[config.mk]
export PLATFORM = sky130hd
export DESIGN_NAME = stall_ctrl
export DESIGN_NICKNAME = d
export VERILOG_FILES = /design/src/rtl/pipe_ctrl_pkg.sv /design/src/rtl/stall_ctrl_strobe.sv /design/src/rtl/stall_ctrl.sv
export SDC_FILE = /design/constraint.sdc
export NUM_CORES = 1
export LEC_CHECK = 0
export CAP_MARGIN = 20
export CORE_AREA = 2 2 49 51
export CTS_CLUSTER_SIZE = 25
export DETAILED_ROUTE_END_ITERATION = 16
export DIE_AREA = 0 0 51 53
export SYNTH_ARGS = -nofsm -noshare
export SYNTH_HDL_FRONTEND = slang
export SYNTH_SLANG_ARGS = --single-unit
[constraint.sdc]
create_clock -name clk -period 3.1 [get_ports clk]
set_input_delay 0.62 -clock clk [delete_from_list [all_inputs] [get_ports clk]]
set_output_delay 0.62 -clock clk [all_outputs]
set_load 0.02 [all_outputs]
[src/rtl/pipe_ctrl_pkg.sv]
// rtl/pipe_ctrl_pkg.sv - shared stall state encoding and counter width default
package pipe_ctrl_pkg;

    typedef enum logic [1:0] {
        RUN   = 2'b00,
        IWAIT = 2'b01,
        DWAIT = 2'b10,
        HALT  = 2'b11
    } stallState_t;

    localparam int CNT_W_DEF = 16;

endpackage

[src/rtl/stall_ctrl_strobe.sv]
// rtl/stall_ctrl_strobe.sv - combinational state/event to pipeline strobe decode
module stall_ctrl_strobe
    import pipe_ctrl_pkg::*;
(
    input  logic        rst,
    input  stallState_t state,
    input  logic        redirPend,
    input  logic        iPend,
    input  logic        hazStall,
    input  logic        brTaken,
    input  logic        iMemStall,
    input  logic        iMemDone,
    input  logic        dMemStall,
    input  logic        dMemDone,
    input  logic        wbHalt,
    output logic        pcEn,
    output logic        pcRedirect,
    output logic        ifIdEn,
    output logic        idExEn,
    output logic        exMemEn,
    output logic        memWbEn,
    output logic        ifIdFlush,
    output logic        idExFlush,
    output logic        memWbFlush,
    output logic        halted
);

    // Strobe decode: start from free-running pipe, then apply the active stall/redirect rule
    always_comb begin
        pcEn       = 1'b1;
        pcRedirect = 1'b0;
        ifIdEn     = 1'b1;
        idExEn     = 1'b1;
        exMemEn    = 1'b1;
        memWbEn    = 1'b1;
        ifIdFlush  = 1'b0;
        idExFlush  = 1'b0;
        memWbFlush = 1'b0;
        halted     = 1'b0;
        if (rst) begin
            pcEn       = 1'b0;
            ifIdEn     = 1'b0;
            idExEn     = 1'b0;
            exMemEn    = 1'b0;
            memWbEn    = 1'b0;
            ifIdFlush  = 1'b1;
            idExFlush  = 1'b1;
            memWbFlush = 1'b1;
        end else begin
            unique case (state)
                RUN: begin
                    if (wbHalt) begin
                        pcEn    = 1'b0;
                        ifIdEn  = 1'b0;
                        idExEn  = 1'b0;
                        exMemEn = 1'b0;
                        memWbEn = 1'b0;
                    end else if (dMemStall) begin
                        // Freeze everything upstream of MEM; a taken branch stays in EX
                        pcEn       = 1'b0;
                        ifIdEn     = 1'b0;
                        idExEn     = 1'b0;
                        exMemEn    = 1'b0;
                        memWbFlush = 1'b1;
                    end else if (brTaken) begin
                        pcRedirect = 1'b1;
                        ifIdFlush  = 1'b1;
                        idExFlush  = 1'b1;
                    end else if (iMemStall) begin
                        pcEn      = 1'b0;
                        ifIdFlush = 1'b1;
                    end else if (hazStall) begin
                        pcEn      = 1'b0;
                        ifIdEn    = 1'b0;
                        idExFlush = 1'b1;
                    end
                end
                IWAIT: begin
                    if (dMemStall) begin
                        pcEn       = 1'b0;
                        ifIdEn     = 1'b0;
                        idExEn     = 1'b0;
                        exMemEn    = 1'b0;
                        memWbFlush = 1'b1;
                    end else begin
                        pcEn      = 1'b0;
                        ifIdFlush = 1'b1;
                        idExFlush = brTaken;
                        if (iMemDone) begin
                            // Fetch returned: either restart at the pending target or accept it
                            pcEn = 1'b1;
                            if (redirPend || brTaken) begin
                                pcRedirect = 1'b1;
                            end else begin
                                ifIdFlush = 1'b0;
                            end
                        end
                    end
                end
                DWAIT: begin
                    if (dMemDone) begin
                        if (iPend) begin
                            pcEn      = 1'b0;
                            ifIdFlush = 1'b1;
                        end
                    end else begin
                        pcEn       = 1'b0;
                        ifIdEn     = 1'b0;
                        idExEn     = 1'b0;
                        exMemEn    = 1'b0;
                        memWbFlush = 1'b1;
                    end
                end
                HALT: begin
                    pcEn    = 1'b0;
                    ifIdEn  = 1'b0;
                    idExEn  = 1'b0;
                    exMemEn = 1'b0;
                    memWbEn = 1'b0;
                    halted  = 1'b1;
                end
                default: ;
            endcase
        end
    end

endmodule

[src/rtl/stall_ctrl.sv]
// rtl/stall_ctrl.sv - pipeline stall FSM, pending flags and stall counter (STALL_CTRL_STALL_CNT_EN)
module stall_ctrl
    import pipe_ctrl_pkg::*;
#(
    parameter int CNT_W = CNT_W_DEF
) (
    input  logic             clk,
    input  logic             rst,
    input  logic             hazStall,
    input  logic             brTaken,
    input  logic             iMemStall,
    input  logic             iMemDone,
    input  logic             dMemStall,
    input  logic             dMemDone,
    input  logic             wbHalt,
    output logic             pcEn,
    output logic             pcRedirect,
    output logic             ifIdEn,
    output logic             idExEn,
    output logic             exMemEn,
    output logic             memWbEn,
    output logic             ifIdFlush,
    output logic             idExFlush,
    output logic             memWbFlush,
    output logic             halted,
    output logic [CNT_W-1:0] stallCnt
);

    stallState_t state;
    stallState_t stateNext;
    logic        redirPend;
    logic        redirPendNext;
    logic        iPend;
    logic        iPendNext;

    stall_ctrl_strobe uStrobe (
        .rst        (rst),
        .state      (state),
        .redirPend  (redirPend),
        .iPend      (iPend),
        .hazStall   (hazStall),
        .brTaken    (brTaken),
        .iMemStall  (iMemStall),
        .iMemDone   (iMemDone),
        .dMemStall  (dMemStall),
        .dMemDone   (dMemDone),
        .wbHalt     (wbHalt),
        .pcEn       (pcEn),
        .pcRedirect (pcRedirect),
        .ifIdEn     (ifIdEn),
        .idExEn     (idExEn),
        .exMemEn    (exMemEn),
        .memWbEn    (memWbEn),
        .ifIdFlush  (ifIdFlush),
        .idExFlush  (idExFlush),
        .memWbFlush (memWbFlush),
        .halted     (halted)
    );

    // State and pending-flag registers; reset drops any outstanding redirect or fetch wait
    always_ff @(posedge clk) begin
        if (rst) begin
            state     <= RUN;
            redirPend <= 1'b0;
            iPend     <= 1'b0;
        end else begin
            state     <= stateNext;
            redirPend <= redirPendNext;
            iPend     <= iPendNext;
        end
    end

    // Next-state and pending-flag updates, same event priority as the strobe decode
    always_comb begin
        stateNext     = state;
        redirPendNext = redirPend;
        iPendNext     = iPend;
        unique case (state)
            RUN: begin
                if (wbHalt) begin
                    stateNext = HALT;
                end else if (dMemStall) begin
                    stateNext = DWAIT;
                end else if (brTaken) begin
                    if (iMemStall) begin
                        redirPendNext = 1'b1;
                        stateNext     = IWAIT;
                    end
                end else if (iMemStall) begin
                    stateNext = IWAIT;
                end
            end
            IWAIT: begin
                if (dMemStall) begin
                    iPendNext = 1'b1;
                    stateNext = DWAIT;
                end else if (iMemDone) begin
                    redirPendNext = 1'b0;
                    stateNext     = RUN;
                end else if (brTaken) begin
                    redirPendNext = 1'b1;
                end
            end
            DWAIT: begin
                if (dMemDone) begin
                    iPendNext = 1'b0;
                    stateNext = iPend ? IWAIT : RUN;
                end
            end
            HALT: stateNext = HALT;
            default: stateNext = RUN;
        endcase
    end

`ifdef STALL_CTRL_STALL_CNT_EN
    logic [CNT_W-1:0] cntQ;

    // Saturating count of cycles the PC was held outside HALT
    always_ff @(posedge clk) begin
        if (rst) begin
            cntQ <= '0;
        end else if (!pcEn && state != HALT && cntQ != {CNT_W{1'b1}}) begin
            cntQ <= cntQ + {{(CNT_W-1){1'b0}}, 1'b1};
        end
    end

    assign stallCnt = cntQ;
`else
    assign stallCnt = '0;
`endif

endmodule

# Word-level counts from Yosys, hierarchy flattened
# Index checks and enable logic that the tools add are counted.
[word_totals] in_bits=9 regBits=4 out_inout_bits=26 wordCells=100
[classes] n_eq_ne=13 n_mux=77 n_reduce_logical=7
[op_table] cell="$mux 1" n=60
[op_table] cell="$ne 2x2->1 const B" n=7
[op_table] cell="$mux 2" n=6
[op_table] cell="$pmux 1 s4" n=3
[op_table] cell="$pmux 1 s2" n=5
[op_table] cell="$pmux 2 s4" n=1
[op_table] cell="$reduce_and 7->1" n=1
[op_table] cell="$ne 3x3->1 const B" n=2
[op_table] cell="$pmux 1 s3" n=2
[op_table] cell="$reduce_and 3->1" n=2
[op_table] cell="$eq 2x2->1 const B" n=2
[op_table] cell="$ne 4x4->1 const B" n=1
[op_table] cell="$reduce_bool 2->1" n=2
[op_table] cell="$eq 2x1->1 const B" n=1
[op_table] cell="$logic_not 2->1" n=1
[op_table] cell="$logic_or 1x1->1" n=1

# Logic depth before layout (Yosys ltp)
# Gate-level depths: netlist of the first run.
[logic_depth] depth_word=7 ltp_mapped=4 depth_no_buf=3

# By module
# Synthesis of the first run repeated with hierarchy kept, for this count alone.
[hier_totals] hier_cells=76 area_unflattened_um2=561.8
[modules_own_cells] mod="stall_ctrl" seq_area_each_um2=80.1 n_inst=1 area_each_um2=330.3 cells_each=40
[modules_own_cells] mod="stall_ctrl_strobe" seq_area_each_um2=0.0 n_inst=1 area_each_um2=231.5 cells_each=36

# Worst setup path before layout of the first run
# Ideal clock, no wire load.
[synth_path] kind="input-to-output" startpoint="in wbHalt" endpoint="out ifIdEn" arrival_time_ns=1.944 required_ns=2.480 slack_ns=0.536 cell_stages=3 path_buffers=0 path_cell_list="or4_4 a31oi_1 o41a_1"
[synth_via] elab_chain_cells=3
[synth_rtl] element="start, declared" line="stall_ctrl.sv:15" rtl="input logic wbHalt,"
[synth_rtl] element="$mux 1" line="stall_ctrl_strobe.sv:52" rtl="if (wbHalt) begin"
[synth_rtl] element="$pmux 1 s4" line="stall_ctrl_strobe.sv:50" rtl="unique case (state)"
[synth_rtl] element="$mux 1" line="stall_ctrl_strobe.sv:40" rtl="if (rst) begin"
[synth_rtl] element="end, declared" line="stall_ctrl.sv:18" rtl="output logic ifIdEn,"
# Every way passes these cells.

# Worst setup path in the final report of the first run
[layout_path] startpoint="in dMemStall" endpoint="out ifIdEn"
[layout_via] elab_chain_cells=4 word_cells_on_any_way=5 cone_classes="mux (5)"
[layout_rtl] element="start, declared" line="stall_ctrl.sv:13" rtl="input logic dMemStall,"
[layout_rtl] element="$mux 1" line="stall_ctrl_strobe.sv:58" rtl="end else if (dMemStall) begin"
[layout_rtl] element="$mux 1" line="stall_ctrl_strobe.sv:52"
[layout_rtl] element="$pmux 1 s4 (*)" line="stall_ctrl_strobe.sv:50"
[layout_rtl] element="$mux 1 (*)" line="stall_ctrl_strobe.sv:40"
# Mark *: on every way between the ends. The rest lies on a longest branch, timed or not.

==> results of run 1 <==
==> worst min path at each step <==
| stage | from | end | slack, ns | cells after the start |
|---|---|---|---|---|
| finish | redirPend | redirPend | 0.48 | 1 |
| CTS | redirPend | redirPend | 0.48 | 1 |
| global route | redirPend | redirPend | 0.50 | 1 |
| floorplan | redirPend | redirPend | 0.44 | 1 |
| detailed placement | redirPend | redirPend | 0.46 | 1 |
| global placement | redirPend | redirPend | 0.46 | 1 |
==> worst max-delay path, stage by stage <==
cell and delay (ns):
clkdlybuf4s50_1 0.44, buf_4 0.15, or3b_1 0.37, a31oi_1 0.25, o41a_1 0.19, dlygate4sd2_1 0.34
==> layer usage <==
metal	wire length, µm	share of wire [%]	up-vias
met5	0	0	-
met4	0	0	0
met3	93	7.1	0
met2	670	51	23
met1	538	41	236
li1	-	-	270
==> cell usage in the layout, fill, tap and decap left out <==
cell / netlist / final
a21oi_1: 3 / 3
conb_1: 1 / 16
a2bb2oi_1: 1 / 1
a31o_1: 1 / 1
dlygate4sd2_1: 0 / 7
o221a_1: 1 / 1
and3b_1: 1 / 1
nor2b_1: 2 / 2
o41a_1: 1 / 1
or3_1: 1 / 1
o21ai_1: 3 / 3
o32a_1: 1 / 1
or3b_1: 1 / 1
o22ai_1: 1 / 1
o21bai_1: 1 / 1
and2_1: 1 / 1
clkdlybuf4s50_1: 0 / 11
dfxtp_1: 4 / 4
nand2_1: 1 / 1
clkbuf_4: 0 / 3
nand2b_1: 3 / 3
nand3b_1: 1 / 1
nor4_1: 1 / 1
nor3b_1: 3 / 3
a31oi_1: 2 / 2
o21a_1: 1 / 1
inv_1: 1 / 1
nor2_1: 8 / 8
a21o_1: 1 / 1
a21oi_2: 1 / 1
buf_4: 17 / 9
or4_4: 1 / 1
and4b_1: 1 / 1
a221o_1: 1 / 1
==> kinds of logic after synthesis <==
group / count (synthesis)
other: 1
AND/OR/NAND/NOR: 25
AO/OA/AOI/OAI: 19
flip-flops: 4
buffers and inverters: 21
==> layout make-up <==
class / count / area (µm²) / area share [%]
repair buffers: 27 / 239 / 32.6
well taps: 28 / 35.0 / 4.78
inverters: 1 / 3.75 / 0.512
clock buffers: 3 / 22.5 / 3.07
flip-flops and latches: 4 / 80.1 / 10.9
multi-input cells: 60 / 353 / 48.1
==> stage by stage <==
| stage | instance area, µm² | utilization [%] |
|---|---|---|
| 2_1_floorplan | 576 | - |
| 3_3_place_gp | 719 | 33.5 |
| 3_5_place_dp | 719 | 33.5 |
| 4_1_cts | 733 | 34.1 |
| 5_1_grt | 733 | 34.1 |
| 6_report | 733 | 34.1 |
==> synth_stat cells, types with 2 or more instances <==
cell	number	area [µm²]
buf_4	17	128
nor2_1	8	30.0
dfxtp_1	4	80.1
a21oi_1	3	15.0
nand2b_1	3	18.8
nor3b_1	3	22.5
o21ai_1	3	15.0
a31oi_1	2	12.5
clkbuf_1	2	7.51
nor2b_1	2	12.5
==> registers in the layout, indices dropped and copies added (netlist names) <==
signal,count
state,2
iPend,1
redirPend,1
==> where the power goes <==
group	switching (mW)	internal, mW
sequential	0.00789	0.0567
combinational	0.0667	0.0534
clock	0.0225	0.0434
==> impl_metrics.env, run 1 <==
export IMPL_fillers=233
export IMPL_rows=17
export IMPL_syn_area_um2=519
export IMPL_cts_tree="yes"
export IMPL_synth_compound_area_share_pct=27.0
export IMPL_postRouteWirelength_um=1300
export IMPL_skew_ns=0.00638
export IMPL_r2r_setup_slack_ns=1.66
export IMPL_syn_inst=70
export IMPL_fmax_mhz=335
export IMPL_rr_endpoint="state[1]"
export IMPL_critPathCapture="ifIdEn"
export IMPL_htree_levels=1
export IMPL_overflow=0
export IMPL_synth_simple_area_share_pct=29.4
export IMPL_synth_edf_count=0
export IMPL_outcome="finished clean"
export IMPL_synthMuxAreaShare_pct=0
export IMPL_yosysSeqAreaShare_pct=15.4
export IMPL_vias=529
export IMPL_dieArea_um2=2700
export IMPL_gr_max_usage_layer="met2"
export IMPL_path_max_fanout=2
export IMPL_drc=0
export IMPL_min_delay_path_class="flop to flop"
export IMPL_drive_gt1_share_pct=14.7
export IMPL_critPathArrivalTime_ns=2.37
export IMPL_finalCriticalPeriod_ns=2.99
export IMPL_cts_sinks=4
export IMPL_r2r_cells=3
export IMPL_ys_warn_count=0
export IMPL_die_w_um=51
export IMPL_finalSetupTns_ns=0
export IMPL_vias_per_cell=4.30
export IMPL_path_clk_slew_ns=0.04
export IMPL_place_hpwl_um=1040
export IMPL_use_met3_pct=3.11
export IMPL_root_buffer="clkbuf_4"
export IMPL_diodes=0
export IMPL_post_cts_resized=7
export IMPL_drt_initial_drc_count=7
export IMPL_ys_flop_type="dfxtp_1"
export IMPL_crit_start="dMemStall"
export IMPL_ir_worst_vdd_mv=0.160
export IMPL_synth_fa_ha_area_share_pct=0
export IMPL_cts_setup_buffers=0
export IMPL_place_congestion=0.780
export IMPL_io_pins=35
export IMPL_drv_cap=0
export IMPL_core_area_um2=2150
export IMPL_grt_use_met2_pct=18.8
export IMPL_dp_worst_setup_slack_ns=-0.143
export IMPL_fin_cells=123
export IMPL_ys_types=33
export IMPL_synth_top_family_by_area="simple AND/OR/NAND/NOR gates"
export IMPL_critPathKind="input port to output port"
export IMPL_hold_viol=0
export IMPL_whs_ns=0.477
export IMPL_r2r_start="state[0]"
export IMPL_clock_path_buffers=2
export IMPL_nNetsFinal=106
export IMPL_rsz0062_at_grt="no"
export IMPL_synth_xor_area_share_pct=0
export IMPL_grt_max_degree=17
export IMPL_setup_slack_ns=0.114
export IMPL_grt_pass1_wl_um=2140
export IMPL_firstDrtPassIters=4
export IMPL_antenna_found_initial=0
export IMPL_p_leak_nw=0.334
export IMPL_ys_async_sr_fraction_pct=0
export IMPL_die_y_um=53
export IMPL_initial_core_util_pct=24.2
export IMPL_syn_to_final_growth_pct=41.2
export IMPL_total_power_uw=251
export IMPL_numPortBuffers=18
export IMPL_clk_latency_ns=0.24
export IMPL_synth_seq_cells=4
export IMPL_grt_pass1_vias=507
export IMPL_post_route_period_util_pct=96.3
export IMPL_crit_required_ns=2.48
export IMPL_slew_viol_final=0
export IMPL_start_kind="input port"
export IMPL_numCtsBuffers=3
export IMPL_wire_per_inst_um=10.6
export IMPL_drtAntennaViolNets=0
export IMPL_grt_util_met1_pct=11.8
export IMPL_end_kind="output port"
export IMPL_power_density_nw_per_um2=342
export IMPL_hold_buffers=0
export IMPL_setup_viol=0
export IMPL_grt_usage_pct=10.9
export IMPL_avgSynthCellArea_um2=7.42
export IMPL_dp_cells=120
(Power assumes the default switching activity.)
==> run 2: changes to the inputs <==
Settings changed: SLEW_MARGIN set to 5.
==> results of run 2 <==
The final DEF is identical to that of run 1; final timing and power are the same.
==> run 3: changes to the inputs <==
Settings changed: CELL_PAD_IN_SITES_DETAIL_PLACEMENT set to 0, CELL_PAD_IN_SITES_GLOBAL_PLACEMENT set to 1, CORE_AREA 2 2 49 51 to 2 2 50 52, DIE_AREA 0 0 51 53 to 0 0 52 54, PLACE_DENSITY_LB_ADDON set to 0.1.
==> run 3 against run 2 <==
Die area is 3.9% higher. Core utilization is 1.4 points lower. Wire length grew 13%. Register-to-register slack gained 0.12 ns. Largest cell class unchanged. Clock skew shrank 0.0010 ns. Setup slack improved by 0.016 ns. Critical path type unchanged. First-iteration DRC count fell by 57%.
==> impl_metrics.env, run 3 (same netlist as run 1, synthesis figures left out) <==
export IMPL_clockPowerShare_pct=25.9
export IMPL_vias_per_cell=4.21
export IMPL_top_regs="state: 2 flops, iPend: 1 flops, redirPend: 1 flops"
export IMPL_r2r_cells=4
export IMPL_drc=0
export IMPL_cts_sinks=4
export IMPL_cp_slowest_stage_delay_ns=0.52
export IMPL_core_area_um2=2320
export IMPL_overflow=0
export IMPL_crit_required_ns=2.48
export IMPL_postPlaceCellArea_um2=744
export IMPL_initial_core_util_pct=22.4
export IMPL_grt_max_degree=13
export IMPL_setup_slack_ns=0.130
export IMPL_drtAntennaViolNets=0
export IMPL_whs_path_depth=1
export IMPL_largest_register_ffs=2
export IMPL_p_leak_nw=0.344
export IMPL_numPortBuffers=18
export IMPL_finalCriticalPeriod_ns=2.97
export IMPL_outcome="finished clean"
export IMPL_fmax_mhz=337
export IMPL_ir_worst_vdd_mv=0.127
export IMPL_grt_usage_pct=11.3
export IMPL_seqPwrFrac_pct=23.9
export IMPL_final_common_cell="conb_1"
export IMPL_dp_cells=125
export IMPL_setup_viol=0
export IMPL_die_w_um=52
export IMPL_place_hpwl_um=1160
export IMPL_end_kind="output port"
export IMPL_grt_pass1_wl_um=2290
export IMPL_io_pins=35
export IMPL_hold_buffers=0
export IMPL_wire_per_inst_um=11.5
export IMPL_final_cell_area_um2=759
export IMPL_critPathArrivalTime_ns=2.35
export IMPL_die_y_um=54
export IMPL_path_clk_slew_ns=0.04
export IMPL_finalSetupTns_ns=0
export IMPL_grt_pass1_vias=513
export IMPL_vias=539
export IMPL_skew_ns=0.00537
export IMPL_start_kind="input port"
export IMPL_p_sw_share_pct=38.7
export IMPL_worstPathCellList="clkdlybuf4s50_1 > or4_4 > o32a_1 > a21oi_2 > dlygate4sd2_1"
export IMPL_dieArea_um2=2810
export IMPL_fin_cells=128
export IMPL_syn_to_final_growth_pct=46.3
export IMPL_drv_cap=0
export IMPL_drt_initial_drc_count=3
export IMPL_path_max_fanout=5
export IMPL_rows=18
export IMPL_place_congestion=0.764
export IMPL_rsz0062_at_grt="no"
export IMPL_whs_ns=0.465
export IMPL_root_buffer="clkbuf_4"
export IMPL_r2r_setup_slack_ns=1.78
export IMPL_cts_tree="yes"
export IMPL_antenna_found_initial=0
export IMPL_diodes=0
export IMPL_clk_latency_ns=0.24
export IMPL_switchingPower_uw=99.0
export IMPL_min_delay_path_class="flop to flop"
export IMPL_firstDrtPassIters=2
export IMPL_hold_viol=0
export IMPL_power_density_nw_per_um2=337
export IMPL_post_route_period_util_pct=95.8
export IMPL_nNetsFinal=109
export IMPL_most_common_layout_cells="conb_1, clkdlybuf4s50_1, buf_4, nor2_1, dlygate4sd2_1"
export IMPL_cts_setup_buffers=0
export IMPL_intPower_uw=157
export IMPL_postRouteWirelength_um=1470
export IMPL_clock_path_buffers=2
export IMPL_slew_viol_final=0
export IMPL_htree_levels=1
export IMPL_drive_gt1_share_pct=17.3
export IMPL_power_frac_comb_pct=50.2
export IMPL_numCtsBuffers=3
export IMPL_cp_slowest_cell="or4_4"
export IMPL_max_flop_register="state"
export IMPL_critPathKind="input port to output port"
export IMPL_dp_worst_setup_slack_ns=-0.155
run 3: path summary, 6_finish.rpt:
| path | startpoint | endpoint |
|---|---|---|
| worst min register to register | redirPend | redirPend |
| worst min-delay path | redirPend | redirPend |
| worst max register to register | state[1] | state[1] |
| worst max-delay path | wbHalt | pcEn |
run 3: power groups by stage:
stage	logic (mW)	registers (mW)	clock network, mW
global placement	0.135	0.0622	0
CTS	0.129	0.0613	0.0697
detailed placement	0.134	0.0622	0
global route	0.140	0.0618	0.0731
floorplan	0.0927	0.0614	0
finish	0.129	0.0612	0.0662
run 3: area by class of cell:
type                    count  area (µm²)
flip-flops and latches      4        80.1
clock buffers               3        22.5
well taps                  30        37.5
repair buffers             30         263
fillers                   272        1560
inverters                   1        3.75
multi-input cells          60         353
run 3: timing repair:
item | CTS | global route
resized for setup | 6 | 0
endpoints found under the setup margin | 6 | 0
hold endpoints to repair | 0 | 0
run 3: worst max-delay path, delay by kind of cell:
kind,cells,cell delay (ns)
buf+inv,2,0.76
simple gates,1,0.52
compound gates,2,0.45
run 3: routing by layer:
metal  share of wire (%)  wire length [µm]  track usage, %
met5                   0                 0               0
met4                 1.2                17            6.58
met3                 5.1                75            1.94
met2                  48               704            18.4
met1                  46               669            14.0
run 3: metrics by stage:
step                power [mW]  util (%)
CTS                      0.260      32.7
finish                   0.256      32.7
global placement         0.198      32.1
floorplan                0.154         -
global route             0.275      32.7
detailed placement       0.196      32.1
